### src/rtl/serial_adder_nand_pkg.sv
// rtl/serial_adder_nand_pkg.sv - shared state encoding and sizing helper for the NAND serial adder
package serial_adder_nand_pkg;

    typedef enum logic [1:0] {
        ST_IDLE = 2'b00,
        ST_RUN  = 2'b01,
        ST_DONE = 2'b10
    } state_t;

    // Bits needed to represent values 0..value-1; never less than one.
    function automatic int clog2(input int value);
        int w;
        w = 1;
        while ((1 << w) < value) begin
            w = w + 1;
        end
        return w;
    endfunction

endpackage

### src/rtl/serial_adder_nand_fa_cell.sv
// rtl/serial_adder_nand_fa_cell.sv - 1-bit full adder built from nine two-input nand primitives
module fa_nand_cell (
    input  logic a,
    input  logic b,
    input  logic ci,
    output logic s,
    output logic co
);

    wire n_ab;
    wire n_a;
    wire n_b;
    wire x_ab;
    wire n_xc;
    wire n_x;
    wire n_c;
    wire s_w;
    wire co_w;

    nand g_ab (n_ab, a, b);
    nand g_a  (n_a, a, n_ab);
    nand g_b  (n_b, b, n_ab);
    nand g_x  (x_ab, n_a, n_b);
    nand g_xc (n_xc, x_ab, ci);
    nand g_nx (n_x, x_ab, n_xc);
    nand g_nc (n_c, ci, n_xc);
    nand g_s  (s_w, n_x, n_c);
    nand g_co (co_w, n_xc, n_ab);

    assign s  = s_w;
    assign co = co_w;

endmodule

### src/rtl/serial_adder_nand.sv
// rtl/serial_adder_nand.sv - multi-cycle WIDTH-bit adder, BITS_PER_CYCLE bits per clock, LSB slice first
// Optional subtract path enabled by defining SERIAL_ADDER_SUB_EN.
module serial_adder_nand
    import serial_adder_nand_pkg::*;
#(
    parameter int WIDTH          = 8,
    parameter int BITS_PER_CYCLE = 1
) (
    input  logic             clk,
    input  logic             rst_n,
    input  logic             start,
    input  logic [WIDTH-1:0] a,
    input  logic [WIDTH-1:0] b,
    input  logic             cin,
    input  logic             sub,
    output logic             busy,
    output logic             done,
    output logic [WIDTH-1:0] sum,
    output logic             cout,
    output logic             ovf
);

    localparam int BPC   = BITS_PER_CYCLE;
    localparam int K     = WIDTH / BPC;
    localparam int CNT_W = clog2(K + 1);

    generate
        if (WIDTH < 1 || BPC < 1 || (WIDTH % BPC) != 0) begin : g_param_check
            $error("serial_adder_nand: BITS_PER_CYCLE must divide WIDTH and WIDTH must be at least 1");
        end
    endgenerate

    state_t             state_q, state_d;
    logic [WIDTH-1:0]   a_q, a_d;
    logic [WIDTH-1:0]   b_q, b_d;
    logic [WIDTH-1:0]   acc_q, acc_d;
    logic               carry_q, carry_d;
    logic [CNT_W-1:0]   cnt_q, cnt_d;
    logic [WIDTH-1:0]   sum_q, sum_d;
    logic               cout_q, cout_d;
    logic               ovf_q, ovf_d;
    logic               busy_q, busy_d;
    logic               done_q, done_d;
    logic               init_carry;
    logic [WIDTH-1:0]   acc_next;

    wire  [BPC-1:0]     b_slice;
    wire  [BPC-1:0]     s_slice;
    wire  [BPC:0]       c;

`ifdef SERIAL_ADDER_SUB_EN
    logic sub_q, sub_d;

    // Conditional inverter: b ^ sub_q, four nands per bit.
    generate
        for (genvar i = 0; i < BPC; i++) begin : g_binv
            wire n0;
            wire n1;
            wire n2;
            nand g_n0 (n0, b_q[i], sub_q);
            nand g_n1 (n1, b_q[i], n0);
            nand g_n2 (n2, sub_q, n0);
            nand g_n3 (b_slice[i], n1, n2);
        end
    endgenerate

    assign init_carry = sub ? 1'b1 : cin;
`else
    logic sub_unused;

    assign sub_unused = sub;
    assign b_slice    = b_q[BPC-1:0];
    assign init_carry = cin;
`endif

    assign c[0] = carry_q;

    generate
        for (genvar i = 0; i < BPC; i++) begin : g_slice
            fa_nand_cell u_fa (
                .a  (a_q[i]),
                .b  (b_slice[i]),
                .ci (c[i]),
                .s  (s_slice[i]),
                .co (c[i+1])
            );
        end
    endgenerate

    // New slice enters from the MSB side; after K slices the LSB slice sits at bit 0.
    assign acc_next = WIDTH'({s_slice, acc_q} >> BPC);

    always_comb begin
        state_d = state_q;
        a_d     = a_q;
        b_d     = b_q;
        acc_d   = acc_q;
        carry_d = carry_q;
        cnt_d   = cnt_q;
        sum_d   = sum_q;
        cout_d  = cout_q;
        ovf_d   = ovf_q;
`ifdef SERIAL_ADDER_SUB_EN
        sub_d   = sub_q;
`endif
        case (state_q)
            ST_IDLE, ST_DONE: begin
                if (start) begin
                    state_d = ST_RUN;
                    a_d     = a;
                    b_d     = b;
                    acc_d   = '0;
                    carry_d = init_carry;
                    cnt_d   = '0;
`ifdef SERIAL_ADDER_SUB_EN
                    sub_d   = sub;
`endif
                end else begin
                    state_d = ST_IDLE;
                end
            end
            ST_RUN: begin
                a_d     = a_q >> BPC;
                b_d     = b_q >> BPC;
                acc_d   = acc_next;
                carry_d = c[BPC];
                cnt_d   = cnt_q + CNT_W'(1);
                if (cnt_q == CNT_W'(K - 1)) begin
                    state_d = ST_DONE;
                    sum_d   = acc_next;
                    cout_d  = c[BPC];
                    ovf_d   = c[BPC] ^ c[BPC-1];
                end
            end
            default: state_d = ST_IDLE;
        endcase
        busy_d = (state_d == ST_RUN);
        done_d = (state_d == ST_DONE);
    end

    always_ff @(posedge clk or negedge rst_n) begin
        if (!rst_n) begin
            state_q <= ST_IDLE;
            a_q     <= '0;
            b_q     <= '0;
            acc_q   <= '0;
            carry_q <= 1'b0;
            cnt_q   <= '0;
            sum_q   <= '0;
            cout_q  <= 1'b0;
            ovf_q   <= 1'b0;
            busy_q  <= 1'b0;
            done_q  <= 1'b0;
`ifdef SERIAL_ADDER_SUB_EN
            sub_q   <= 1'b0;
`endif
        end else begin
            state_q <= state_d;
            a_q     <= a_d;
            b_q     <= b_d;
            acc_q   <= acc_d;
            carry_q <= carry_d;
            cnt_q   <= cnt_d;
            sum_q   <= sum_d;
            cout_q  <= cout_d;
            ovf_q   <= ovf_d;
            busy_q  <= busy_d;
            done_q  <= done_d;
`ifdef SERIAL_ADDER_SUB_EN
            sub_q   <= sub_d;
`endif
        end
    end

    assign busy = busy_q;
    assign done = done_q;
    assign sum  = sum_q;
    assign cout = cout_q;
    assign ovf  = ovf_q;

endmodule

### config.mk
export PLATFORM = sky130hd
export DESIGN_NAME = serial_adder_nand
export DESIGN_NICKNAME = d
export VERILOG_FILES = /design/src/rtl/serial_adder_nand_pkg.sv /design/src/rtl/serial_adder_nand_fa_cell.sv /design/src/rtl/serial_adder_nand.sv
export SDC_FILE = /design/constraint.sdc
export NUM_CORES = 1
export LEC_CHECK = 0
export ABC_AREA = 1
export CORE_UTILIZATION = 40
export DETAILED_ROUTE_END_ITERATION = 10
export GPL_TIMING_DRIVEN = 0
export SLEW_MARGIN = 20
export SYNTH_ARGS = -nofsm -noshare
export SYNTH_HDL_FRONTEND = slang
export SYNTH_SLANG_ARGS = --single-unit
### constraint.sdc
create_clock -name clk -period 1.6 [get_ports clk]
set_input_delay 0.24 -clock clk [delete_from_list [all_inputs] [get_ports clk]]
set_output_delay 0.24 -clock clk [all_outputs]
set_load 0.01 [all_outputs]
# Word-level counts from Yosys, hierarchy flattened
# Index checks and enable logic that the tools add are counted.
# op_classes
n_addsub	1
n_mul	0
div_mod_pow	0
magnitude_cmp	0
n_eq_ne	6
n_shift	0
n_mux	13
bitwise_logic	19
n_reduce_logical	5
# ops
cell	count
one-hot mux 8 bit (2 select lines)	3
two-way mux 8 bit	3
AND 1 bit	9
NOT 1 bit	9
one-hot mux 4 bit (2 select lines)	1
adder 4 x 1 -> 4 bit, second input constant	1
equality test 2 x 1 -> 1 bit, second input constant	2
equality test 2 bit, second input constant	2
equality test 4 x 3 -> 1 bit, second input constant	1
two-way mux 4 bit	1
one-hot mux 2 bit (2 select lines)	1
AND reduction 2 bit	2
logical NOT 2 bit	1
two-way mux 1 bit	2
two-way mux 2 bit	1
!= test 2 bit, second input constant	1
one-hot mux 1 bit (2 select lines)	1
nonzero test 2 bit	1
OR reduction 2 bit	1
bitwise XOR 1 bit	1
# word_totals
register_bits	43
latch_bits	0
ramBits	0
romBits	0
memories	0

# Depth between registers and ports, before layout
# Gate-level depths: netlist of the first run.
# depth
word_depth	13
mapped_depth	8
mapped_depth_nobuf	7

# Hierarchy
# From an unflattened synthesis of the first run, not the netlist that was laid out.
# hier_totals
hier_cells	225
hier_area_um2	1843.0
# by_module_without_submodules
mod	instances	cells_each	area_each_um2
serial_adder_nand	1	224	1823.0
fa_nand_cell	1	1	20.0

# Worst setup path after synthesis of the first run
# OpenSTA, ideal clock, no wires.
# synth_path
path_kind	register -> register
startpoint	register carry_q
endpoint	register ovf_q (netlist: ovf)
setup_time_ns	0.116
arrival_ns	1.081
path_slack_ns	0.403
stages_incl_launch_ff	6
path_buffers	0
synth_period_minus_slack_ns	1.197
cell_sequence	dfrtp_1 inv_1 fa_1 xnor2_1 nand2_1 nand2_1
# synth_between
elab_chain_cells	5
# synth_rtl
item	line_no	source
start: declaration	serial_adder_nand.sv:37	logic carry_q, carry_d;
start signal: assignment	serial_adder_nand.sv:162	carry_q <= carry_d;
AND 1 bit	serial_adder_nand_fa_cell.sv:24	nand g_xc (n_xc, x_ab, ci);
NOT 1 bit	serial_adder_nand_fa_cell.sv:24	
AND 1 bit	serial_adder_nand_fa_cell.sv:28	nand g_co (co_w, n_xc, n_ab);
NOT 1 bit	serial_adder_nand_fa_cell.sv:28	
bitwise XOR 1 bit *	serial_adder_nand.sv:132	ovf_d = c[BPC] ^ c[BPC-1];
end signal: assignment	serial_adder_nand.sv:166	ovf_q <= ovf_d;
end: declaration	serial_adder_nand.sv:41	logic ovf_q, ovf_d;
# Every way passes the cells marked *; elsewhere a longest branch is shown, timed or not.
# A chain may end at the register's enable or synchronous reset.

# Worst setup path in the final report of the first run
# layout_path
startpoint	register sum_q[6] (netlist: sum[6])
endpoint	output sum[6]
# layout_lines
item	line_no	source
start: declaration	serial_adder_nand.sv:39	logic [WIDTH-1:0] sum_q, sum_d;
start signal: assignment	serial_adder_nand.sv:164	sum_q <= sum_d;
end: declaration	serial_adder_nand.sv:18	output logic [WIDTH-1:0] sum,
# No word-level cell between the ends.

==> flow_summary_export.csv, run 1 <==
group,metric,value,unit
sta,rsz0062_at_grt,"false",
drt,ant_nets,0,
yosys,synthAdderAreaFrac,1.73,%
yosys,synth.yosys.seq_area_share,56.0,%
global_route,groute.usage.overall,15.5,%
cells_and_area,final_util,53.6,%
cells_and_area,syn_to_final_growth,27.0,%
floorplanning,core_area,0.00444,mm^2
yosys,yosys-top-cells-area,"dfrtp_1 56%, nand2_1 24%, inv_1 6.2%",
floorplanning,die_h,70.5,um
clock_tree,cts-hold-fix-buffers,1,
yosys,synth_common_cells,"120 x nand2_1, 42 x dfrtp_1, 31 x inv_1",
floorplanning,die_w,70.5,um
setup_path,endpoint_kind,"primary output",
yosys,synth_top_family_by_area,"simple AND/OR/NAND/NOR gates",
setup_path,path_depth,1,
run_status,status,"finished, violations left",
cells_and_area,nets,293,
yosys,synthMostInstantiatedCell,"nand2_1",
setup_path,cpPeakStageDelay,540,ps
drt,dr.pass1.iters,8,
cells_and_area,diodes,0,
clock_tree,cts_tree,"yes",
sta,min_period,1430,ps
yosys,yosysWarnings,0,
setup_path,crit_type,"flip-flop to primary output",
sta,final_hold_viol_count,0,
global_route,grt_pass1_wl,5900,um
cells_and_area,n_fill_cell,466,
yosys,yosys.area_share.simple,29.0,%
clock_tree,post-cts-setup-buffer-count,0,
pwr,pwr_density_cell,1880,mW/mm^2
floorplanning,start_util,42.2,%
yosys,syn_area,0.00188,mm^2
yosys,synth_xor_area_share,0.467,%
floorplanning,rows,24,
drt,wl_per_cell,9.99,um
setup_path,reg2reg_depth,6,
drt,drt-initial-drc-count,100,
yosys,synth_largest_area_cell,"dfrtp_1",
yosys,ys_dominant_reg_cell,"dfrtp_1",
clock_tree,root_buffer,"clkbuf_8",
global_route,grt_pass1_vias,1330,
setup_path,required,1360,ps
sta,slew-limit-headroom,79.9,%
yosys,synth_seq_cells,42,
pwr,p_leak,1.28,nW
sta,finalSetupViolations,0,
global_route,grt_antenna_before_repair,0,
sta,timing.fmax,702,MHz
clock_tree,insertion_delay,300,ps
clock_tree,h-tree-depth,2,
drt,vias,1438,
yosys,syn-mean-instance-area,8.16,um^2
drt,drc,6,
clock_tree,cts.clk_slew.worst_paths,80,ps
clock_tree,clockBufferDepth,2,
setup_path,crit_buf_inv,1,
setup_path,crit_family,"buffers and inverters",
run_status,violations,"design-rule violations",
sta,slew_violations,0,
drt,vias_per_cell,4.45,
floorplanning,dieArea,0.00497,mm^2
global_route,gr-total-overflow,0,
yosys,async_flop_share,100,%
hold_path,hold_path_class,"input port to asynchronous set/reset pin",
clock_tree,cts_num_sinks,42,
sta,clock_skew,7.58,ps
setup_path,cp-start-kind,"flip-flop",
placement,portBuffers,31,
floorplanning,ios,33,
drt,wirelength,3230,um
yosys,syn-num-nets,253,
clock_tree,cts_buffers,5,
cells_and_area,drive_gt1_share,8.49,%
setup_path,cp.arrival,1190,ps
yosys,synthMuxAreaShare,0,%
global_route,grt_max_degree,32,
pwr,ir_worst_vdd,0.679,mV
yosys,synth_edf_count,0,
yosys,synth_compound_area_share,3.13,%
placement,dp_hpwl,2270,um
yosys,synth.distinct_cells,20,
sta,fin_crit_sh,89.1,%
clock_tree,cts_resized,0,
sta,tightest_slew,302,ps
setup_path,critPathMaxFanout,2,
setup_path,path_cells,"clkdlybuf4s50_1",
yosys,yosysTopAreaCellShare,56.0,%
setup_path,slowest_stage,"clkdlybuf4s50_1",
placement,dp_slack,48.1,ps
placement,place.gp.congestion,0.711,
yosys,synthCells,230,
run,maxCapViolCount,0,
sta,fin_ws,175,ps
## per-layer routing
layer	wire [um]	GRT usage (%)	vias up
met4	75	8.16	0
met3	150	3.46	7
li1	-	-	757
met2	1420	24.2	32
met1	1590	20.4	642
met5	0	0	-
## layout make-up
cell class | instances | area, um^2 | area share [%]
Inverter | 33 | 124 | 5.20
Multi-Input combinational cell | 148 | 644 | 27.0
Clock buffer | 7 | 76.3 | 3.20
Buffer | 7 | 57.6 | 2.41
Timing Repair Buffer | 33 | 335 | 14.1
Tap cell | 52 | 65.1 | 2.73
Sequential cell | 42 | 1050 | 44.1
Clock inverter | 1 | 30.0 | 1.26
## cell usage in the layout (no fill, tap or decap), drive strengths merged, types with 2 or more instances in the layout
cell type      Yosys  final
o22ai              7      7
buf                7      9
dfrtp             42     42
nor2               5      5
nand2            124    124
o21ai              2      2
clkbuf             0      7
nand3              4      4
clkdlybuf4s50      0     30
inv               33     33
## logic make-up (layout without fill, tap and decap cells)
family                   Yosys count  count (layout)
AND/OR/NAND/NOR                  135             135
flip-flops                        42              42
buffers and inverters             40              81
AO/OA/AOI/OAI                     10              10
adder cells (fa/ha/maj)            2               2
XOR/XNOR                           1               1
## stage by stage
stage                     TNS [ps]  total power, mW  std cells  hold slack (ps)  cell area (um^2)
final                            0             4.47        323              361              2380
after global routing             0             4.91        323              393              2380
after CTS                        0             4.56        323              363              2380
after detailed placement         0             3.73        314              146              2270
after global placement      -36200             3.69        313              451              2250
after floorplan                  0             3.09        230            -55.6              1880
## final timing paths
| kind | end | startpoint | slack, ps |
|---|---|---|---|
| max | sum[6] | sum[6] | 170 |
| min | sum[5] | rst_n | 360 |
| max reg2reg | sum[0] | cnt_q[0] | 310 |
| min reg2reg | sum[2] | acc_q[3] | 470 |
| max in group asynchronous | cnt_q[1] | rst_n | 770 |
| min in group clk | sum[2] | acc_q[3] | 470 |
## power by group
| group | internal (mW) | total [mW] | switching [mW] | leakage, nW |
|---|---|---|---|---|
| logic | 0.862 | 1.87 | 1.01 | 0.699 |
| clock network | 0.467 | 0.806 | 0.339 | 0.0524 |
| registers | 1.54 | 1.80 | 0.260 | 0.528 |
## state kept, by name (all words and copies together) (netlist names), 2 cells and up
| register | count |
|---|---|
| cnt_q | 4 |
| state_q | 2 |
| sum | 8 |
| b_q | 8 |
| acc_q | 7 |
| a_q | 8 |
No activity file was read; power rests on OpenSTA's default activity.
==> run 2: changes to the inputs <==
Settings changed: CORE_MARGIN from default to 3, SYNTH_HIERARCHICAL from default to 1.
==> run 2 against run 1 <==
The flow now finishes without violations. Final area is 1.2% lower. Critical path depth stayed put. Setup slack better by 16 ps. Die area is 9.8% higher. Non-clock buffer count is 1 lower. Clock skew is 4.4 ps lower. First-iteration DRC count is 23% lower. Clock-buffer cell count is 1 lower. Synthesized cell count is 2.2% lower. Critical path type unchanged. Critical endpoint is now ovf. Largest power group is now registers.
==> flow_summary_export.csv, run 2 <==
group,metric,value,unit
run_status,status,"finished, final reports clean",
sta,timing.fmax,710,MHz
setup_path,rrSetupSlack,270,ps
yosys,synth_seq_cells,42,
global_route,grt_pass1_vias,1202,
pwr,p_int,2.87,mW
drt,wirelength,3230,um
yosys,yosys-top-cells-area,"dfrtp_1 57%, nand2_1 25%, inv_1 5.1%",
clock_tree,h-tree-depth,2,
cells_and_area,syn_to_final_growth,27.8,%
pwr,p_switching,1.60,mW
setup_path,slowest_stage,"clkdlybuf4s50_1",
sta,fin_crit_sh,88.1,%
yosys,synth.distinct_cells,19,
yosys,yosysWarnings,6,
pwr,ir_worst_vdd,0.655,mV
drt,ant_nets,0,
floorplanning,dieArea,0.00546,mm^2
pwr,pwr_density_cell,1900,mW/mm^2
global_route,grt_pass1_wl,5420,um
run,maxCapViolCount,0,
global_route,gr-total-overflow,0,
global_route,grt_antenna_before_repair,0,
floorplanning,die_h,73.9,um
setup_path,crit_type,"flip-flop to primary output",
drt,drc,0,
pwr,combPwrFrac,40.4,%
yosys,ys_dominant_reg_cell,"dfrtp_1",
yosys,synth_edf_count,0,
yosys,synth.yosys.seq_area_share,57.0,%
clock_tree,cts_resized,0,
cells_and_area,layout_commonest_cell,"nand2_1",
sta,slew-limit-headroom,75.8,%
sta,final_hold_viol_count,0,
clock_tree,clockBufferDepth,2,
floorplanning,start_util,41.8,%
drt,vias_per_cell,4.46,
cells_and_area,final_cell_mix,"123 x nand2_1, 42 x dfrtp_1, 30 x clkdlybuf4s50_1, 25 x inv_1",
drt,drt-initial-drc-count,77,
yosys,async_flop_share,100,%
clock_tree,cts_buffers,5,
yosys,syn-mean-instance-area,8.19,um^2
clock_tree,cts_tree,"yes",
sta,min_period,1410,ps
sta,fin_ws,191,ps
sta,clock_skew,3.16,ps
sta,timing.hold.ws,359,ps
yosys,synthCells,225,
placement,dp_hpwl,2360,um
global_route,grt_max_degree,32,
floorplanning,die_w,73.9,um
cells_and_area,drive_gt1_share,8.68,%
setup_path,path_depth,1,
setup_path,crit_buf_inv,1,
pwr,clock_power_share,18.8,%
clock_tree,insertion_delay,290,ps
yosys,syn-num-nets,248,
sta,tightest_slew,362,ps
clock_tree,post-cts-setup-buffer-count,0,
hold_path,hold_path_class,"input port to asynchronous set/reset pin",
cells_and_area,nets,288,
drt,dr.pass1.iters,4,
global_route,groute.usage.overall,13.1,%
clock_tree,root_buffer,"clkbuf_8",
setup_path,crit_family,"buffers and inverters",
cells_and_area,diodes,0,
pwr,seqPwrFrac,40.9,%
sta,finalSetupViolations,0,
floorplanning,core_area,0.00441,mm^2
clock_tree,cts-hold-fix-buffers,1,
drt,wl_per_cell,10.2,um
pwr,p_sw_share,35.8,%
placement,portBuffers,31,
setup_path,cpPeakStageDelay,530,ps
setup_path,critPathMaxFanout,2,
setup_path,cp.arrival,1170,ps
sta,slew_violations,0,
yosys,synthMostInstantiatedCell,"nand2_1",
yosys,synth_largest_area_cell,"dfrtp_1",
placement,place.gp.congestion,0.739,
drt,vias,1415,
setup_path,path_cells,"clkdlybuf4s50_1",
yosys,syn_area,0.00184,mm^2
setup_path,reg2reg_depth,6,
clock_tree,cts_num_sinks,42,
yosys,yosysTopAreaCellShare,57.0,%
cells_and_area,n_fill_cell,450,
floorplanning,ios,33,
setup_path,required,1360,ps
pwr,p_leak,1.25,nW
sta,rsz0062_at_grt,"false",
setup_path,cp-start-kind,"flip-flop",
yosys,synth_common_cells,"123 x nand2_1, 42 x dfrtp_1, 25 x inv_1",
clock_tree,cts.clk_slew.worst_paths,70,ps
placement,dp_slack,-8.77,ps
setup_path,endpoint_kind,"primary output",
floorplanning,rows,24,
run 2: path summary, 6_finish.rpt:
| check | start | endpoint |
|---|---|---|
| min reg2reg | acc_q[7] | sum[6] |
| max | ovf | ovf |
| max reg2reg | cnt_q[0] | ovf |
| min | rst_n | sum[0] |
| max in group asynchronous | rst_n | b_q[7] |
| min in group clk | acc_q[7] | sum[6] |
run 2: kinds of logic (layout without fill, tap and decap cells):
kind of cell / Yosys count / after routing / share of synthesized area (%)
fa+ha+maj: 2 / 2 / 1.77
compound gates: 8 / 8 / 2.58
buf+inv: 33 / 73 / 8.08
xor+xnor: 1 / 1 / 0.475
simple gates: 139 / 139 / 30.1
flops: 42 / 42 / 57.0
run 2: metal layers:
metal	track usage [%]	share of wire (%)	vias to the layer above	wire length [um]
met5	0	0	-	0
met2	20.4	46	32	1490
met1	17.5	47	622	1530
li1	-	-	753	-
met4	5.43	1.8	0	59
met3	3.15	4.6	8	149
run 2: layout make-up:
class	instances	area (um^2)	share of cell area, %
Buffer	6	47.5	2.02
Clock buffer	6	82.6	3.51
Clock inverter	1	30.0	1.27
Inverter	27	101	4.30
Multi-Input combinational cell	150	643	27.3
Sequential cell	42	1050	44.6
Tap cell	52	65.1	2.76
Timing Repair Buffer	33	335	14.2
run 2: power groups by stage:
stage,logic [mW],clock network [mW],registers [mW]
after floorplan,1.17,0,1.87
after global placement,1.81,0,1.84
after detailed placement,1.84,0,1.85
after CTS,1.85,0.863,1.83
after global routing,2.08,0.900,1.89
final,1.80,0.837,1.82
run 2: per-stage QoR:
step / cell area, um^2 / cells / setup TNS [ps] / util [%] / power [mW]
2_1_floorplan: 1840 / 225 / 0 / - / 3.05
3_3_place_gp: 2220 / 308 / -35370 / 50.3 / 3.65
3_5_place_dp: 2230 / 309 / -8.77 / 50.6 / 3.70
4_1_cts: 2360 / 317 / 0 / 53.4 / 4.55
5_1_grt: 2360 / 317 / 0 / 53.4 / 4.87
6_report: 2360 / 317 / 0 / 53.4 / 4.47
